==> src/rtl/mux_sel_sequencer.sv <==
`default_nettype none
// ============================================================================
// Module   : mux_sel_sequencer
// Purpose  : Steps a select through the legal codes 0..NUM_CODES-1, holding
//            each code for a programmable dwell, with start/stop control.
// Revision : 1.0 - initial release
// ============================================================================
module mux_sel_sequencer #(
    parameter int SEL_W     = 2,
    parameter int DWELL_W   = 8,
    parameter int NUM_CODES = 3
) (
    input  logic               clk,
    input  logic               reset,
    input  logic               start,
    input  logic               stop,
    input  logic [DWELL_W-1:0] dwell,
    output logic [SEL_W-1:0]   sel,
    output logic               sel_valid,
    output logic               busy,
    output logic               wrap
);

    typedef enum logic [1:0] {
        IDLE     = 2'd0,
        RUN      = 2'd1,
        STOPPING = 2'd2
    } state_t;

    localparam logic [SEL_W-1:0] C_LAST_CODE = SEL_W'(NUM_CODES - 1);

    state_t               r_state;
    state_t               w_state_nxt;
    logic [DWELL_W-1:0]   r_cnt;
    logic [DWELL_W-1:0]   w_cnt_nxt;
    logic [DWELL_W-1:0]   r_dwell;
    logic [DWELL_W-1:0]   w_dwell_nxt;
    logic [DWELL_W-1:0]   w_dwell_eff;
    logic [SEL_W-1:0]     r_sel;
    logic [SEL_W-1:0]     w_sel_nxt;
    logic                 r_valid;
    logic                 w_valid_nxt;
    logic                 r_busy;
    logic                 w_busy_nxt;
    logic                 r_wrap;
    logic                 w_wrap_nxt;

    // A zero dwell is treated as one cycle per code
    assign w_dwell_eff = (dwell == '0) ? DWELL_W'(1) : dwell;

    always_ff @(posedge clk or negedge reset) begin
        if (!reset) begin
            r_state <= IDLE;
            r_cnt   <= '0;
            r_dwell <= '0;
            r_sel   <= '0;
            r_valid <= 1'b0;
            r_busy  <= 1'b0;
            r_wrap  <= 1'b0;
        end else begin
            r_state <= w_state_nxt;
            r_cnt   <= w_cnt_nxt;
            r_dwell <= w_dwell_nxt;
            r_sel   <= w_sel_nxt;
            r_valid <= w_valid_nxt;
            r_busy  <= w_busy_nxt;
            r_wrap  <= w_wrap_nxt;
        end
    end

    always_comb begin
        w_state_nxt = r_state;
        w_cnt_nxt   = r_cnt;
        w_dwell_nxt = r_dwell;
        w_sel_nxt   = r_sel;
        w_valid_nxt = r_valid;
        w_busy_nxt  = r_busy;
        w_wrap_nxt  = 1'b0;

        case (r_state)
            IDLE: begin
                if (start && !stop) begin
                    w_state_nxt = RUN;
                    w_sel_nxt   = '0;
                    w_valid_nxt = 1'b1;
                    w_busy_nxt  = 1'b1;
                    w_dwell_nxt = w_dwell_eff;
                    w_cnt_nxt   = w_dwell_eff - DWELL_W'(1);
                end
            end
            RUN: begin
                if (r_cnt != '0) begin
                    w_cnt_nxt = r_cnt - DWELL_W'(1);
                end else begin
                    w_cnt_nxt = r_dwell - DWELL_W'(1);
                    if (r_sel == C_LAST_CODE) begin
                        w_sel_nxt  = '0;
                        w_wrap_nxt = 1'b1;
                    end else begin
                        w_sel_nxt = r_sel + SEL_W'(1);
                    end
                end
                if (stop) begin
                    w_state_nxt = STOPPING;
                end
            end
            STOPPING: begin
                // Let the current code finish its dwell, then hold it
                if (r_cnt == '0) begin
                    w_state_nxt = IDLE;
                    w_valid_nxt = 1'b0;
                    w_busy_nxt  = 1'b0;
                end else begin
                    w_cnt_nxt = r_cnt - DWELL_W'(1);
                end
            end
            default: begin
                w_state_nxt = IDLE;
                w_valid_nxt = 1'b0;
                w_busy_nxt  = 1'b0;
            end
        endcase
    end

    assign sel       = r_sel;
    assign sel_valid = r_valid;
    assign busy      = r_busy;
    assign wrap      = r_wrap;

endmodule
`default_nettype wire

==> config.mk <==
export PLATFORM = sky130hd
export DESIGN_NAME = mux_sel_sequencer
export DESIGN_NICKNAME = d
export VERILOG_FILES = /design/src/rtl/mux_sel_sequencer.sv
export SDC_FILE = /design/constraint.sdc
export NUM_CORES = 1
export LEC_CHECK = 0
export CAP_MARGIN = 20
export CORE_MARGIN = 2
export CORE_UTILIZATION = 51
export DETAILED_ROUTE_END_ITERATION = 8
export GPL_TIMING_DRIVEN = 0
export PLACE_DENSITY = 0.73
export SLEW_MARGIN = 20
export SYNTH_ARGS = -nofsm -noshare
export SYNTH_HDL_FRONTEND = slang
export SYNTH_SLANG_ARGS = --single-unit
==> constraint.sdc <==
create_clock -name clk -period 1.8 [get_ports clk]
set_input_delay 0.36 -clock clk [delete_from_list [all_inputs] [get_ports clk]]
set_output_delay 0.36 -clock clk [all_outputs]
set_load 0.01 [all_outputs]
# [Word level (Yosys, flattened, before mapping)]
# Index checks and enable logic that the tools add are counted.
[totals] out_inout_bits=5 reg_bits=22 word_cells=51 n_memories=0 rom_bits=0 latchBits=0 inputBits=12 ramBits=0
[classes] n_div=0 n_reduce_logical=13 mul=0 n_mux=19 n_eq_ne=8 bitwise_logic=1 n_shift=0 n_addsub=4 order_cmp=0
[ops] cell="8-bit two-way mux" n=4
[ops] cell="8-bit one-hot mux with 3 select lines" n=1
[ops] cell="8-bit by 1-bit subtractor with 8-bit output, second input constant" n=3
[ops] cell="8-bit zero test" n=2
[ops] cell="2-bit two-way mux" n=6
[ops] cell="3-bit AND reduction" n=4
[ops] cell="2-bit != test, second input constant" n=5
[ops] cell="8-bit nonzero test" n=1
[ops] cell="2-bit one-hot mux with 3 select lines" n=1
[ops] cell="1-bit two-way mux" n=5
[ops] cell="2-bit == test, second input constant" n=2
[ops] cell="2-bit one-hot mux with 2 select lines" n=1
[ops] cell="1-bit one-hot mux with 3 select lines" n=1
[ops] cell="3-bit nonzero test" n=1
[ops] cell="2-bit by 1-bit adder with 2-bit output, second input constant" n=1
[ops] cell="2-bit by 1-bit == test with 1-bit output, second input constant" n=1
[ops] cell="2-bit zero test" n=1
[ops] cell="2-bit AND reduction" n=1
[ops] cell="2-bit nonzero test" n=1
[ops] cell="1-bit logical AND" n=1
[ops] cell="1-bit zero test" n=1
[ops] cell="1-bit NOT" n=1

# [Depth between registers and ports, before layout]
# Gate-level depths: netlist of the first run.
[depth] ltp_word=5 depth_mapped=8 mapped_depth_nobuf=8

# [Worst setup path after synthesis of the first run]
# OpenSTA, ideal clock, no wires.
[synth_path] path_type="input to register" start="input dwell[4]" end="register r_cnt[4]" slack_ps=-145 t_required_ps=1679 arrival_time_ps=1824 path_stages=8 setup_ps=121 path_buffers=0 path_cell_list="nor3_1 -> a31oi_1 -> ha_1 -> nor3b_1 -> xor2_1 -> nor2_1 -> o31ai_1 -> a22o_1"
[synth_via] elab_chain_cells=5
[synth_rtl] item="start: declaration" line_no="17" source="input logic [DWELL_W-1:0] dwell,"
[synth_rtl] item="8-bit zero test" line_no="49" source="assign w_dwell_eff = (dwell == '0) ? DWELL_W'(1) : dwell;"
[synth_rtl] item="8-bit two-way mux (*)" line_no="49"
[synth_rtl] item="8-bit by 1-bit subtractor with 8-bit output (*)" line_no="88" source="w_cnt_nxt = w_dwell_eff - DWELL_W'(1);"
[synth_rtl] item="8-bit two-way mux (*)" line_no="82" source="if (start && !stop) begin"
[synth_rtl] item="8-bit one-hot mux with 3 select lines (*)" line_no="80" source="case (r_state)"
[synth_rtl] item="end signal: assignment" line_no="62" source="r_cnt <= w_cnt_nxt;"
[synth_rtl] item="end: declaration" line_no="34" source="logic [DWELL_W-1:0] r_cnt;"
# Mark *: on every way between the ends. The rest lies on a longest branch, timed or not. The select of a mux whose other input is x is not followed.
# A chain may end at the register's enable or synchronous reset.

# [Worst setup path after layout of the first run]
[layout_path] start="register r_cnt[4]" end="register r_cnt[3]"
[layout_via] elab_chain_cells=3 word_cells_on_any_way=6 classes_between="1 x eq/ne; 2 x mux; 3 x reduce/logical"
[layout_rtl] item="8-bit nonzero test / 8-bit zero test (equally long branches)" line_no="92, 109"
[layout_rtl] item="8-bit two-way mux / 2-bit != test (equally long branches)"
[layout_rtl] item="8-bit one-hot mux with 3 select lines / 3-bit AND reduction (equally long branches)"
# Several ways; a longest one is shown, not always the timed one.

==> summary.md, run 1 <==
| Metric | Value |
|---|---|
| Run status | finished with violations |
| Failing checks | negative hold slack, negative setup slack |
| Largest net degree at the start of global routing | 23 |
| Root Driver | clkbuf_4 |
| Ys flop type | dfrtp_1 |
| Syn avg cell area | between 9 and 10 sq um |
| Vias in the first global route | ~1500 |
| Mapped Nets | approximately 180 |
| Mapped Cells | roughly 160 |
| Hold Slack | -0.0307 ns |
| Antenna-violating nets left | 0 |
| CP peak stage delay | about 0.57 ns |
| GRT Resource Usage Total | 27.1% |
| Hold buffers post-CTS | 0 |
| Skew final | 0.00665 ns |
| Core outline area | 3000 sq um |
| Post-DP HPWL | around 2800 um |
| Worst setup margin | -0.190 ns |
| Fmax | between 500 and 600 MHz |
| Clock transition at path regs | roughly 0.14 ns |
| Proportion of synthesized chip area in sequential cells | between 30% and 40% |
| Max-Slew Margin vs Limit | approximately two thirds |
| Num CTS Buffers | 3 |
| Setup crit end kind | register |
| Worst EP arrival | roughly 2.2 ns |
| Commonest cells after routing, fill and taps aside | buf_4, dfrtp_1, nand2_1 |
| Grt ovf | 0 |
| Clock tree from TritonCTS | done |
| # rows | 20 |
| DRT iter0 DRCs | just over 90 |
| Setup_tns | -1.23 ns |
| DR WL met3 | 142 um |
| Warnings from Yosys | 0 |
| Layout Nets | 237 |
| Setup violators final | 10 |
| Reg2Reg Depth | 6 |
| Die Span X | around 60 um |
| Drt first pass iters | 4 |
| Power Total | roughly 4600 uW |
| First-pass GRT wire length | roughly 7300 um |
| LEAKAGE | around 0.00097 uW |
| WL final | 4820 um |
| Die area | about 3600 sq um |
| Met1 WL | 2110 um |
| Layout cell share with drive strength beyond 1 | 45.8% |
| Cell variety after synth | 50 |
| Initial antenna violation count | 0 |
| Worst-Margin Slew | ~0.51 ns |
| Minimum clock period | between 1.5 and 2 ns |
| Wire per inst | just under 20 um |
| Final GP Congestion | approximately 0.87 |
| Initial core utilization | between 50 and 60% |
| Metal2 WL | 2450 um |
| Startpoint Class | register |
| Slowest-stage cell, CP | or4_4 |
| Sink Count | 22 |
| Final Cycle Share | 111% |
| IO Count | 17 |
| Critical Path RT | 2.03 ns |
| Setup CP Type | reg2reg |
| CTS HTree Levels | 1 |
| Peak VDD IR | roughly 1500 uV |
| Number of port buffers | 16 |
| N_diodes | 0 |
| Vias | approximately 1500 |
| Hold Crit Class | in2async |
| P&R area growth vs syn | 47.6% |
| Power Density | between 1500 and 2000 nW/um^2 |
| Final Core Density | 78.0% |
| Via/cell ratio | slightly above 6 |
| Clk_lat worst skew | ~0.33 ns |
| Seq cells post-synth | 22 |
| Longest Clk Path Bufs | 2 |
| Die Y-Extent | about 60 um |
| Slew Limit Fails | 0 |
| Crit-path cells | or4_4 -> o41ai_4 -> buf_4 -> o221ai_2 -> a32oi_2 -> o21ai_1 |
| Final hold viol count | 22 |
| FILL cells | about 190 |
| Drt drc | 0 |
| Commonest non-fill, non-tap cell in the layout | buf_4 |
| Syn Std Cell Area | roughly 1600 sq um |
| DR top layer | met4 |
| Number of synthesized flops with an enable pin | 0 |
| RSZ-0062 raised after global routing | true |
| Max Cap Viol | 0 |
| Worst-path fanout max | 5 |
| Ys async rst share | 100% |
-- power breakdown --
part | internal [uW] | total (uW) | switching, uW
Sequential | 733 | 1070 | 338
Combinational | 1580 | 3100 | 1520
Clock | 226 | 404 | 178
-- synth_stat cells (3+ instances only) --
library cell   n  area share, %
o221ai_1       4            2.2
dfrtp_1       22             35
ha_1           8            6.3
a21oi_1        7            2.2
a31oi_1        3            1.2
a22o_1         3            1.7
inv_1         10            2.4
or4_4          3            2.1
mux2_2         6            4.3
nand2_1       10            2.4
nor4_1         3            1.2
xor2_1         5            2.8
o21ai_1        5            1.6
nor3_1         4            1.3
or3_1          4            1.6
o21ai_0        5            1.6
nor2_1         9            2.1
nand2b_1       3            1.2
xnor2_1        6            3.3
nand3_1        5            1.6
-- per-stage QoR --
stage | instance area, sq um | cells | worst slack [ns]
6_report | 2340 | 249 | -0.190
5_1_grt | 2340 | 249 | -0.226
4_1_cts | 2160 | 238 | -0.163
3_5_place_dp | 1810 | 212 | -0.784
3_3_place_gp | 1810 | 212 | -0.785
2_1_floorplan | 1610 | 163 | -0.0191
-- layout make-up --
type,instances,area [sq um],area share (%)
sequential,22,557,23.8
buffer,3,20.0,0.855
timing repair buffer,50,422,18.0
tap,33,41.3,1.76
clock buffer,3,22.5,0.962
clock inverter,1,30.0,1.28
inverter,10,37.5,1.60
multi-input combinational,127,1210,51.8
-- registers in the layout (all words and copies together) (netlist names) --
register / count
r_dwell: 8
sel: 2
r_state: 2
wrap: 1
r_cnt: 8
busy: 1
-- metal layers --
metal  vias up  global-route usage (%)
met2        49                    45.0
met1       765                    36.5
met5         -                       0
li1        723                       -
met3        12                    2.38
met4         0                    10.2
-- path summary, 6_finish.rpt --
kind	startpoint	to	slack [ns]
setup / recovery	r_cnt[4]$_DFFE_PN0P_	r_cnt[3]$_DFFE_PN0P_	-0.19
hold / removal	reset	wrap$_DFF_PN0_	-0.03
setup reg to reg	r_cnt[4]$_DFFE_PN0P_	r_cnt[3]$_DFFE_PN0P_	-0.19
hold reg to reg	busy$_DFFE_PN0P_	busy$_DFFE_PN0P_	0.57
max in group asynchronous	reset	r_cnt[5]$_DFFE_PN0P_	1.46
min in group clk	dwell[7]	r_dwell[7]$_DFFE_PN0P_	0.35
-- worst max-delay path: cells and delay by family, from the launching register on --
family	cells	cell delay, ns
AO/OA/AOI/OAI	4	0.68
AND/OR/NAND/NOR	1	0.57
flip-flops	1	0.43
buffers and inverters	1	0.21
-- logic make-up (layout without fill, tap and decap cells) --
logic type | count (synthesis) | in the layout | share of synthesized area, %
AOI/OAI and AO/OA | 47 | 47 | 23.6
xor gates and xnor gates | 11 | 11 | 6.07
adders and majority gates | 8 | 8 | 6.31
buffers and inverters | 14 | 67 | 3.63
DFF | 22 | 22 | 34.7
muxes | 8 | 8 | 5.68
and+or+nand+nor | 53 | 53 | 20.0
-- what timing repair did --
| action | in CTS | in global routing |
|---|---|---|
| buffers inserted | 23 | 11 |
| setup endpoints to repair | 11 | 12 |
| endpoints found under the hold margin | 0 | 0 |
| pin swaps | 12 | 18 |
| gates resized for setup | 36 | 31 |
Note: power is estimated with default switching activity, not from simulation.
==> run 2, diff against run 1 <==
--- a/config.mk
+++ b/config.mk
@@ -11,6 +11,7 @@
 export DETAILED_ROUTE_END_ITERATION = 8
 export GPL_TIMING_DRIVEN = 0
 export PLACE_DENSITY = 0.73
+export SETUP_SLACK_MARGIN = 0.5
 export SLEW_MARGIN = 20
 export SYNTH_ARGS = -nofsm -noshare
 export SYNTH_HDL_FRONTEND = slang
==> summary.md, run 2 (synthesis gave the netlist of run 1 again) <==
| Metric | Value |
|---|---|
| FILL cells | ~180 |
| LEAKAGE | 0.000982 uW |
| Layout Nets | roughly 230 |
| Fin area | 2320 sq um |
| Drt drc | 0 |
| Largest net degree at the start of global routing | 23 |
| Placed Cells incl. Taps | 212 |
| Hold Crit Class | in2async |
| Commonest non-fill, non-tap cell in the layout | buf_4 |
| Clock transition at path regs | around 0.14 ns |
| Place WS | -0.768 ns |
| Final GP Congestion | 0.871 |
| Failing checks | negative hold slack, negative setup slack |
| Worst EP arrival | between 2 and 2.5 ns |
| Slowest-stage cell, CP | o31ai_1 |
| Die area | around 3600 sq um |
| Clock tree from TritonCTS | done |
| Num CTS Buffers | 3 |
| DRT iter0 DRCs | 63 |
| Startpoint Class | input pin |
| Initial antenna violation count | 0 |
| Hold Slack | -0.0175 ns |
| Skew final | just over 0.006 ns |
| Final Cycle Share | 113% |
| Buf/Inv on CP | 1 |
| Vias | around 1600 |
| Longest Clk Path Bufs | 2 |
| First-pass GRT wire length | a little over 7000 um |
| Die Span X | between 50 and 60 um |
| Commonest cells after routing, fill and taps aside | buf_4, dfrtp_1, o21ai_1 |
| Setup violators final | 9 |
| DR top layer | met4 |
| Setup CP Type | in2reg |
| N_diodes | 0 |
| Non-Filler Instances | ~240 |
| Vias in the first global route | approximately 1600 |
| Slew Limit Fails | 0 |
| DR WL met3 | between 200 and 250 um |
| Run status | finished with violations |
| Root Driver | clkbuf_4 |
| Multi-input gate area | between 1000 and 1500 sq um |
| Critical Path RT | 2.06 ns |
| Worst-Margin Slew | ~0.51 ns |
| P&R area growth vs syn | 46.2% |
| Hold buffers post-CTS | 0 |
| Peak VDD IR | around 1000 uV |
| Via/cell ratio | about 6.5 |
| Register area | ~560 sq um |
| Minimum clock period | about 2.0 ns |
| Placed instance area | 1870 sq um |
| Power Density | approximately 1900 nW/um^2 |
| Initial core utilization | between 50% and 60% |
| Max-Slew Margin vs Limit | around two thirds |
| Final hold viol count | 22 |
| # rows | 20 |
| Core outline area | 3000 sq um |
| CTS HTree Levels | 1 |
| IO Count | 17 |
| RSZ-0062 raised after global routing | true |
| Worst setup margin | -0.226 ns |
| Setup_tns | -0.906 ns |
| Metal2 WL | 2540 um |
| GRT Resource Usage Total | a little over a quarter |
| Post-DP HPWL | between 2000 and 3000 um |
| Grt ovf | 0 |
| Power Total | approximately 4300 uW |
| Number of port buffers | 16 |
| Sink Count | 22 |
| Wire per inst | about 20 um |
| Clk_lat worst skew | around 0.32 ns |
| Met1 WL | ~1900 um |
| Max Cap Viol | 0 |
| Drt first pass iters | 6 |
| CP peak stage delay | 0.38 ns |
| CP delay by family, top | compound AO/OA/AOI/OAI gates |
| WL final | 4790 um |
| Worst-path fanout max | 4 |
| Die Y-Extent | ~60 um |
| Fmax | 494 MHz |
| Layout cell share with drive strength beyond 1 | ~48% |
| Setup crit end kind | register |
| Crit-path cells | dlygate4sd2_1 -> nor3_4 -> a31oi_4 -> ha_4 -> nor3b_4 -> xor2_1 -> nor2_1 -> o31ai_1 -> a22o_1 |
| Biggest registers after layout | r_cnt: 8 flops, r_dwell: 8 flops |
| Antenna-violating nets left | 0 |
## run 2: what timing repair did
item	CTS	global route
buffers inserted	13	15
gates resized for setup	60	32
setup endpoints to repair	27	25
pin swaps	4	12
## run 2: stage by stage
step	hold WS, ns	util, %
global placement	0.494	62.3
finish	-0.0175	77.3
floorplan	0.0644	-
CTS	0.346	71.3
global route	0.0211	77.3
detailed placement	0.522	62.3
## run 2: routing by layer
metal,global-route usage (%),up-vias
met5,0,-
met4,10.8,0
met3,3.03,11
met2,48.0,72
met1,33.6,783
li1,-,719
## run 2: power breakdown
part           total, uW  switching [uW]  internal [uW]
sequential          1090             355            735
clock                297             174            124
combinational       2910            1400           1500
total               4290            1930           2360
## run 2: cell type report
| class | count | share of cell area (%) |
|---|---|---|
| plain buffers | 4 | 2.00 |
| clock buffers | 4 | 1.56 |
| inverters | 10 | 1.83 |
| multi-input cells | 127 | 53.3 |
| flip-flops and latches | 22 | 24.1 |
| well taps | 33 | 1.78 |
| repair buffers | 44 | 15.5 |
## run 2: path summary, 6_finish.rpt
kind / from / slack [ns] / to / cells past startpoint
worst min register to register: r_dwell[7]$_DFFE_PN0P_ / 0.56 / r_dwell[7]$_DFFE_PN0P_ / 1
min in group clk: dwell[2] / 0.40 / r_dwell[2]$_DFFE_PN0P_ / 2
worst min-delay path: reset / -0.02 / sel[0]$_DFFE_PN0P_ / 1
worst max-delay path: dwell[4] / -0.23 / r_cnt[4]$_DFFE_PN0P_ / 9
max in group asynchronous: reset / 1.44 / r_cnt[0]$_DFFE_PN0P_ / 1
worst max register to register: r_cnt[3]$_DFFE_PN0P_ / -0.16 / r_cnt[5]$_DFFE_PN0P_ / 5
==> run 3, diff against run 2 <==
--- a/config.mk
+++ b/config.mk
@@ -10,7 +10,7 @@
 export CORE_UTILIZATION = 51
 export DETAILED_ROUTE_END_ITERATION = 8
 export GPL_TIMING_DRIVEN = 0
-export PLACE_DENSITY = 0.73
+export PLACE_DENSITY = 0.76
 export SETUP_SLACK_MARGIN = 0.5
 export SLEW_MARGIN = 20
 export SYNTH_ARGS = -nofsm -noshare
==> summary.md, run 3 (synthesis gave the netlist of run 1 again) <==
| Metric | Value |
|---|---|
| Die Y-Extent | between 50 and 60 um |
| Initial antenna violation count | 0 |
| Initial core utilization | 52.8% |
| Met1 WL | 2130 um |
| Skew final | between 0.01 and 0.015 ns |
| CP peak stage delay | slightly below 0.6 ns |
| DR top layer | met4 |
| Hold buffers post-CTS | 0 |
| Clock tree from TritonCTS | done |
| Vias in the first global route | about 1600 |
| Crit-path cells | or4_4 -> o41ai_4 -> buf_4 -> o221ai_2 -> a32oi_1 -> o21ai_1 |
| Hold Crit Class | in2async |
| Antenna-violating nets left | 0 |
| CTS HTree Levels | 1 |
| Drt drc | 0 |
| Setup violators final | 11 |
| Power Total | about 4800 uW |
| Setup crit end kind | register |
| Hold Slack | -0.0246 ns |
| Core outline area | 3000 sq um |
| Minimum clock period | 2.00 ns |
| Worst-Margin Slew | 0.522 ns |
| Slew Limit Fails | 0 |
| DR WL met3 | about 380 um |
| Die area | 3570 sq um |
| Final Cycle Share | 111% |
| Clk_lat worst skew | 0.33 ns |
| P&R area growth vs syn | 54.7% |
| N_diodes | 0 |
| Number of port buffers | 16 |
| Fmax | ~500 MHz |
| Longest Clk Path Bufs | 2 |
| Slowest-stage cell, CP | or4_4 |
| Worst setup margin | -0.198 ns |
| LEAKAGE | 0.00103 uW |
| Worst-path fanout max | 3 |
| Max-Slew Margin vs Limit | between 60% and 70% |
| Critical Path RT | about 2.0 ns |
| Final GP Congestion | 0.883 |
| WL final | between 5000 and 6000 um |
| IO Count | 17 |
| Max Cap Viol | 0 |
| # rows | 20 |
| Startpoint Class | register |
| Drt first pass iters | 4 |
| Power Density | ~1900 nW/um^2 |
| Layout Nets | about 240 |
| Run status | finished with violations |
| Peak VDD IR | 1070 uV |
| Layout cell share with drive strength beyond 1 | approximately 50% |
| Root Driver | clkbuf_4 |
| Setup CP Type | reg2reg |
| Grt ovf | 0 |
| Vias | between 1500 and 2000 |
| Largest net degree at the start of global routing | 23 |
| Via/cell ratio | 6.61 |
| Failing checks | negative hold slack, negative setup slack |
| First-pass GRT wire length | roughly 8000 um |
| Metal2 WL | approximately 2700 um |
| Post-DP HPWL | about 2800 um |
| Sink Count | 22 |
| Num CTS Buffers | 3 |
| FILL cells | roughly 150 |
| Clock transition at path regs | approximately 0.14 ns |
| RSZ-0062 raised after global routing | true |
| DRT iter0 DRCs | approximately 120 |
| Die Span X | between 50 and 60 um |
| Worst EP arrival | approximately 2.2 ns |
| GRT Resource Usage Total | 30.0% |
| Commonest non-fill, non-tap cell in the layout | buf_4 |
| Final hold viol count | 22 |
| CP delay by family, top | compound AO/OA/AOI/OAI gates |
| Wire per inst | 21.4 um |
| Biggest registers after layout | r_cnt: 8 flops, r_dwell: 8 flops |
| Final Core Density | 81.7% |
| Buf/Inv on CP | 1 |
| Commonest cells after routing, fill and taps aside | buf_4, dfrtp_1, o21ai_1 |
run 3: changes by cell type in the layout (fill, tap and decap cells not counted), sizes merged:
cell / delta
buf: +11
bufinv: +1
clkbuf: -2
clkdlybuf4s50: +1
dlygate4sd2: +1
dlymetal6s2s: -1
run 3: report_power, final:
group | switching (uW) | leakage, uW | internal, uW | total [uW]
combinational | 1610 | 0.000739 | 1670 | 3280
sequential | 350 | 0.000266 | 732 | 1080
clock | 177 | 0.0000279 | 225 | 403
run 3: per-stage QoR:
stage | setup slack (ns) | setup TNS, ns | hold WS (ns) | area [sq um] | cells
after floorplan | 0.0140 | 0 | 0.0644 | 1670 | 163
after global placement | -0.766 | -3.43 | 0.495 | 1870 | 212
after detailed placement | -0.802 | -3.73 | 0.513 | 1870 | 212
after CTS | -0.153 | -0.597 | 0.335 | 2280 | 245
after global routing | -0.232 | -1.94 | 0.00666 | 2450 | 255
final | -0.198 | -1.32 | -0.0246 | 2450 | 255
run 3: cell type report:
type | count | area [sq um] | share of cell area [%]
repair buffers | 55 | 459 | 18.7
flip-flops and latches | 22 | 557 | 22.7
multi-input cells | 127 | 1270 | 51.7
well taps | 33 | 41.3 | 1.68
plain buffers | 4 | 35.0 | 1.43
inverters | 10 | 40.0 | 1.63
clock inverters | 1 | 30.0 | 1.22
clock buffers | 3 | 22.5 | 0.918
run 3: repair_timing:
action                                  4_1_cts  5_1_grt
pin swaps                                     8        8
gates resized for setup                      66       23
endpoints found under the setup margin       27       24
setup buffers                                29       10
run 3: final timing paths:
check	to	cells past startpoint	slack, ns	from
min reg2reg	r_dwell[7]$_DFFE_PN0P_	1	0.60	r_dwell[7]$_DFFE_PN0P_
min in group clk	r_dwell[4]$_DFFE_PN0P_	2	0.37	dwell[4]
max	r_cnt[3]$_DFFE_PN0P_	6	-0.20	r_cnt[4]$_DFFE_PN0P_
min	wrap$_DFF_PN0_	1	-0.02	reset
max reg2reg	r_cnt[3]$_DFFE_PN0P_	6	-0.20	r_cnt[4]$_DFFE_PN0P_
max in group asynchronous	r_cnt[5]$_DFFE_PN0P_	1	1.43	reset
run 3: layer usage:
metal,up-vias,GRT usage [%]
li1,735,-
met1,817,39.5
met2,100,47.5
met3,33,4.55
met4,0,15.2
met5,-,0
